## config.mk

```make
export PLATFORM = sky130hd
export DESIGN_NAME = cache_ctrl
export DESIGN_NICKNAME = d
export VERILOG_FILES = /design/src/rtl/cache_ctrl_pkg.sv /design/src/rtl/cache_ctrl_array.sv /design/src/rtl/cache_ctrl.sv
export SDC_FILE = /design/constraint.sdc
export NUM_CORES = 1
export LEC_CHECK = 0
export CAP_MARGIN = 20
export CORE_UTILIZATION = 60
export CTS_CLUSTER_SIZE = 24
export DETAILED_ROUTE_END_ITERATION = 10
export GPL_ROUTABILITY_DRIVEN = 0
export HOLD_SLACK_MARGIN = 0.08
export PLACE_DENSITY_LB_ADDON = 0.3
export SLEW_MARGIN = 20
export SYNTH_ARGS = -nofsm -noshare
export SYNTH_HDL_FRONTEND = slang
export SYNTH_SLANG_ARGS = --single-unit
```

## constraint.sdc

```tcl
create_clock -name clk -period 6.7 [get_ports clk]
set_input_delay 1.675 -clock clk [delete_from_list [all_inputs] [get_ports clk]]
set_output_delay 1.675 -clock clk [all_outputs]
set_load 0.02 [all_outputs]
```

## src/rtl/cache_ctrl_pkg.sv

```systemverilog
// Shared types and bus widths for the direct-mapped write-back cache controller.
package cache_ctrl_pkg;

    localparam int unsigned ADDR_WIDTH  = 6;
    localparam int unsigned DATA_WIDTH  = 8;
    localparam int unsigned INDEX_WIDTH = 3;
    localparam int unsigned TAG_WIDTH   = ADDR_WIDTH - INDEX_WIDTH;
    localparam int unsigned NUM_LINES   = 1 << INDEX_WIDTH;

    typedef enum logic [1:0] {
        NOP   = 2'd0,
        READ  = 2'd1,
        WRITE = 2'd2
    } op_e;

    typedef enum logic [1:0] {
        IDLE      = 2'd0,
        WB_WAIT   = 2'd1,
        FILL_WAIT = 2'd2
    } state_e;

    function automatic logic [INDEX_WIDTH-1:0] addr_index(input logic [ADDR_WIDTH-1:0] addr);
        return addr[INDEX_WIDTH-1:0];
    endfunction

    function automatic logic [TAG_WIDTH-1:0] addr_tag(input logic [ADDR_WIDTH-1:0] addr);
        return addr[ADDR_WIDTH-1:INDEX_WIDTH];
    endfunction

endpackage

```

## src/rtl/cache_ctrl_array.sv

```systemverilog
// Tag/data/valid/dirty storage: combinational read by index, one synchronous write port.
module cache_ctrl_array
    import cache_ctrl_pkg::*;
(
    input  logic                   clk,
    input  logic                   rst,
    input  logic [INDEX_WIDTH-1:0] i_rd_idx,
    output logic                   o_rd_valid,
    output logic                   o_rd_dirty,
    output logic [TAG_WIDTH-1:0]   o_rd_tag,
    output logic [DATA_WIDTH-1:0]  o_rd_data,
    input  logic                   i_wr_en,
    input  logic [INDEX_WIDTH-1:0] i_wr_idx,
    input  logic                   i_wr_valid,
    input  logic                   i_wr_dirty,
    input  logic [TAG_WIDTH-1:0]   i_wr_tag,
    input  logic [DATA_WIDTH-1:0]  i_wr_data
);

    logic [NUM_LINES-1:0]  r_valid;
    logic [NUM_LINES-1:0]  r_dirty;
    logic [TAG_WIDTH-1:0]  r_tag  [NUM_LINES];
    logic [DATA_WIDTH-1:0] r_data [NUM_LINES];

    assign o_rd_valid = r_valid[i_rd_idx];
    assign o_rd_dirty = r_dirty[i_rd_idx];
    assign o_rd_tag   = r_tag[i_rd_idx];
    assign o_rd_data  = r_data[i_rd_idx];

    // Only the status bits need clearing; tag/data are don't-care while invalid.
    always_ff @(posedge clk) begin
        if (rst) begin
            r_valid <= '0;
            r_dirty <= '0;
        end else if (i_wr_en) begin
            r_valid[i_wr_idx] <= i_wr_valid;
            r_dirty[i_wr_idx] <= i_wr_dirty;
        end
    end

    always_ff @(posedge clk) begin
        if (!rst && i_wr_en) begin
            r_tag[i_wr_idx]  <= i_wr_tag;
            r_data[i_wr_idx] <= i_wr_data;
        end
    end

endmodule

```

## src/rtl/cache_ctrl.sv

```systemverilog
// Direct-mapped write-back, write-allocate cache controller with one-byte lines,
// one outstanding request, and write-back/fill transactions to main memory.
module cache_ctrl
    import cache_ctrl_pkg::*;
(
    input  logic                  clk,
    input  logic                  rst,
    input  op_e                   req_op,
    input  logic [ADDR_WIDTH-1:0] req_addr,
    input  logic [DATA_WIDTH-1:0] req_data,
    output logic                  rsp_vld,
    output logic [DATA_WIDTH-1:0] rsp_data,
    output logic                  mem_rst,
    output op_e                   mem_req_op,
    output logic [ADDR_WIDTH-1:0] mem_req_addr,
    output logic [DATA_WIDTH-1:0] mem_req_data,
    input  logic                  mem_rsp_vld,
    input  logic [DATA_WIDTH-1:0] mem_rsp_data
);

    state_e                r_state;
    op_e                   r_op;
    logic [ADDR_WIDTH-1:0] r_addr;
    logic [DATA_WIDTH-1:0] r_data;

    logic                   w_line_valid;
    logic                   w_line_dirty;
    logic [TAG_WIDTH-1:0]   w_line_tag;
    logic [DATA_WIDTH-1:0]  w_line_data;
    logic [INDEX_WIDTH-1:0] w_idx;
    logic [TAG_WIDTH-1:0]   w_tag;
    logic                   w_hit;
    logic                   w_req;

    logic                   w_wr_en;
    logic [INDEX_WIDTH-1:0] w_wr_idx;
    logic                   w_wr_dirty;
    logic [TAG_WIDTH-1:0]   w_wr_tag;
    logic [DATA_WIDTH-1:0]  w_wr_data;

    assign mem_rst = rst;

    assign w_idx = addr_index(req_addr);
    assign w_tag = addr_tag(req_addr);
    assign w_hit = w_line_valid && (w_line_tag == w_tag);
    assign w_req = (r_state == IDLE) && (req_op != NOP);

    cache_ctrl_array u_array (
        .clk        (clk),
        .rst        (rst),
        .i_rd_idx   (w_idx),
        .o_rd_valid (w_line_valid),
        .o_rd_dirty (w_line_dirty),
        .o_rd_tag   (w_line_tag),
        .o_rd_data  (w_line_data),
        .i_wr_en    (w_wr_en),
        .i_wr_idx   (w_wr_idx),
        .i_wr_valid (1'b1),
        .i_wr_dirty (w_wr_dirty),
        .i_wr_tag   (w_wr_tag),
        .i_wr_data  (w_wr_data)
    );

    // Array write: a write hit updates in place, a completed fill installs the line.
    always_comb begin
        w_wr_en    = 1'b0;
        w_wr_idx   = w_idx;
        w_wr_dirty = 1'b0;
        w_wr_tag   = w_tag;
        w_wr_data  = req_data;
        if (w_req && w_hit && (req_op == WRITE)) begin
            w_wr_en    = 1'b1;
            w_wr_dirty = 1'b1;
        end else if ((r_state == FILL_WAIT) && mem_rsp_vld) begin
            w_wr_en    = 1'b1;
            w_wr_idx   = addr_index(r_addr);
            w_wr_tag   = addr_tag(r_addr);
            w_wr_dirty = (r_op == WRITE);
            w_wr_data  = (r_op == WRITE) ? r_data : mem_rsp_data;
        end
    end

    always_ff @(posedge clk) begin
        if (rst) begin
            r_state      <= IDLE;
            r_op         <= NOP;
            r_addr       <= '0;
            r_data       <= '0;
            rsp_vld      <= 1'b0;
            rsp_data     <= '0;
            mem_req_op   <= NOP;
            mem_req_addr <= '0;
            mem_req_data <= '0;
        end else begin
            rsp_vld    <= 1'b0;
            mem_req_op <= NOP;
            case (r_state)
                IDLE: begin
                    if (req_op != NOP) begin
                        r_op   <= req_op;
                        r_addr <= req_addr;
                        r_data <= req_data;
                        if (w_hit) begin
                            rsp_vld <= 1'b1;
                            if (req_op == READ) begin
                                rsp_data <= w_line_data;
                            end
                        end else if (w_line_valid && w_line_dirty) begin
                            r_state      <= WB_WAIT;
                            mem_req_op   <= WRITE;
                            mem_req_addr <= {w_line_tag, w_idx};
                            mem_req_data <= w_line_data;
                        end else begin
                            r_state      <= FILL_WAIT;
                            mem_req_op   <= READ;
                            mem_req_addr <= req_addr;
                        end
                    end
                end
                WB_WAIT: begin
                    if (mem_rsp_vld) begin
                        r_state      <= FILL_WAIT;
                        mem_req_op   <= READ;
                        mem_req_addr <= r_addr;
                    end
                end
                FILL_WAIT: begin
                    if (mem_rsp_vld) begin
                        r_state <= IDLE;
                        rsp_vld <= 1'b1;
                        if (r_op == READ) begin
                            rsp_data <= mem_rsp_data;
                        end
                    end
                end
                default: r_state <= IDLE;
            endcase
        end
    end

    // Only one request may be outstanding; anything arriving mid-miss is dropped.
    a_req_only_in_idle: assert property (@(posedge clk) disable iff (rst)
        (req_op != NOP) |-> (r_state == IDLE))
        else $error("cache_ctrl: request while busy is ignored");

endmodule

```

==> impl_metrics.toml <==
[synth]
ys_seq_elements = 147
synth_common_cells = "edfxtp_1 (88), nand2_1 (69), dfxtp_1 (59), nor2_1 (58), mux2i_1 (34)"
synth-seq-area-share = 0.587
synth-simple-area-share = 0.134
synth_edf_count = 88
synth_top_family_by_area = "multiplexers"
yosys_warnings = 0
synth.area.mux_share = 0.167
yosysUniqueCellTypes = 49
netlist.area_leader.share = 0.406
ys_top_cells_by_area = "edfxtp_1 (41%), dfxtp_1 (18%), mux4_2 (6.6%)"
synth_fa_ha_area_frac = 0
synth_area_per_cell_um2 = 12.2
synthXorXnorAreaFrac = 0.00134
netlist_instances = 535
yosysMostFrequentCell = "edfxtp_1"
synthArstFlopShare = 0
synthesis.nets = 562
synth_ff_type = "edfxtp_1"
mappedNetlistArea_um2 = 6510
synth_compound_area_frac = 0.0820
synth_top_area_cell = "edfxtp_1"

[cells_and_area]
fillCellCount = 637
final_nets = 609
antenna_cells = 0
final_core_util = 0.742
fin_cells = 729
area_growth_syn_to_layout_pct = 18.6
drive_gt1_frac = 0.155

[grt]
grt_usage = 0.287
grt_antenna_before_repair = 0
grt_max_degree = 89
grt_pass1_wl_um = 23600
overflow = 0
grt_pass1_vias = 4300

[sta]
fmax_mhz = 201
finalSetupViolations = 0
fin_crit_sh = 0.741
maxSlewViolCount = 0
finalHoldViolCount = 0
grt_setup_unrepaired = "no"
slew-limit-headroom = 0.245
setup_tns_ns = 0
period_needed_ns = 4.96
fin_worst_skew_ns = 0.00761
tightest_slew_ns = 1.13

[clocking]
post_cts_buffers = 0
cts_resized = 0
cts_tree = "yes"
ctsHoldBuffers = 0
cts.htree.levels = 4
clockRootBuffer = "clkbuf_8"
clk_latency_ns = 0.54
clkSinkCount = 147
cts.path.max_buffers = 2
cts_made_buffers = 17
clk_pin_slew_ns = 0.06

[min_path]
hold_path.class = "flip-flop to flip-flop"

[critical_path]
arrival_ns = 5.12
critical_path.endpoint_type = "flip-flop"
crit_chain = "clkdlybuf4s50_1 > nand2b_1 > o2bb2ai_1 > nor3_1 > nor3_2 > a31oi_1 > nor2_1"
start_kind = "input pin"
critPathKind = "input pin to flip-flop"
slowest_delay_ns = 1.21
cp_max_fo = 23
slowest_stage = "clkdlybuf4s50_1"
worstPathRequired_ns = 6.86

[place]
placedCellCount = 699
dp.final_hpwl_um = 9540
io_buffers = 52

[route]
drt_iter0_drc = 599
drc_errors = 0
firstDrtPassIters = 5
wl_um = 15100
antenna_left = 0
viasPerCell = 6.21
detail_route.wl_per_cell_um = 20.8
num_vias = 4526

[floorplan]
fp.dieH_um = 106
dieArea_um2 = 11300
io_pins = 53
initial_core_util = 0.625
rows = 37
core_area_um2 = 10400
die_x_um = 106

[run_status]
run_status = "finished clean"

[power_and_ir_drop]
power_density_nw_per_um2 = 294
peakVddDrop_uv = 172
p_leak_nw = 2.78

[flow_run]
maxCapViolations = 0
## sequential cells by signal, summed over array words and instances, names as in the netlist
| register | cells |
|---|---|
| mem_req_addr | 6 |
| mem_req_data | 8 |
| mem_req_op | 2 |
| r_addr | 6 |
| r_data | 8 |
| r_op | 2 |
| r_state | 2 |
| rsp_data | 8 |
| rsp_vld | 1 |
| u_array.r_data | 64 |
| u_array.r_dirty | 8 |
| u_array.r_tag | 24 |
| u_array.r_valid | 8 |
## final timing paths
| check | end | depth (start not counted) | slack (ns) | start |
|---|---|---|---|---|
| setup / recovery | u_array.r_tag[4][2] | 7 | 1.74 | req_addr[1] |
| hold / removal | r_data[7] | 2 | 0.45 | r_data[7] |
| setup reg to reg | u_array.r_tag[4][2] | 7 | 3.50 | r_state[1] |
| hold reg to reg | r_data[7] | 2 | 0.45 | r_data[7] |
## worst max-delay path, delay by kind of cell
| family | cells | cell delay (ns) |
|---|---|---|
| and+or+nand+nor | 4 | 1.65 |
| buffers and inverters | 1 | 1.21 |
| AOI/OAI and AO/OA | 2 | 0.55 |
## cell usage in the layout, fill, tap and decap left out, types with 2 or more instances in the layout
master	instances
a211oi_1	17
mux4_2	19
or3_1	3
bufinv_16	5
nor2_1	57
o2111ai_1	4
nand2_1	69
nor2b_1	21
clkdlybuf4s50_1	50
clkinv_4	3
inv_6	2
edfxtp_1	88
clkbuf_16	16
o2bb2ai_1	2
buf_4	11
nand3b_1	3
nor3_1	7
o21a_1	2
a21oi_1	29
mux2_4	11
mux2_2	14
o21ai_0	9
a31oi_1	5
mux2i_1	34
nand3_1	6
nor3b_1	3
a311o_1	3
buf_2	2
o21ai_1	3
nand2b_1	10
o22ai_1	2
dfxtp_1	59
## report_power, final
part | switching, W | internal (W) | leakage, nW
combinational | 0.000153 | 0.000105 | 1.21
clock | 0.000363 | 0.000641 | 0.299
sequential | 0.0000163 | 0.000991 | 1.27
## metrics by stage
step / worst slack [ns] / power [W] / cell area (um^2) / hold slack (ns)
after floorplan: 2.31 / 0.00119 / 6520 / 0.436
after CTS: 1.80 / 0.00227 / 7720 / 0.454
after global placement: 1.42 / 0.00127 / 7100 / 0.441
after detailed placement: 1.28 / 0.00128 / 7100 / 0.447
final: 1.74 / 0.00227 / 7730 / 0.454
after global routing: 1.55 / 0.00233 / 7730 / 0.473
## area by class of cell
type	count	area, um^2	share of cell area
sequential	147	3820	0.495
multi-input combinational	351	2510	0.325
timing repair buffer	63	593	0.0768
clock buffer	18	418	0.0541
clock inverter	12	205	0.0266
tap	136	170	0.0220
inverter	2	7.51	0.000972
## layer usage
metal  share of wire  wire length (um)  GRT usage  vias to the layer above
li1                -                 -          -                     2060
met1            0.43              6470      0.401                     2179
met2            0.47              7090      0.438                      261
met3           0.086              1300     0.0693                       26
met4           0.018               273      0.105                        0
met5               0                 0          0                        -
## cell families (layout without fill, tap and decap cells)
| group | after synthesis | in the layout |
|---|---|---|
| flops | 147 | 147 |
| xor+xnor | 1 | 1 |
| simple gates | 189 | 189 |
| compound gates | 83 | 83 |
| buf+inv | 37 | 95 |
| mux | 78 | 78 |
Note: power is estimated with default switching activity, not from simulation.
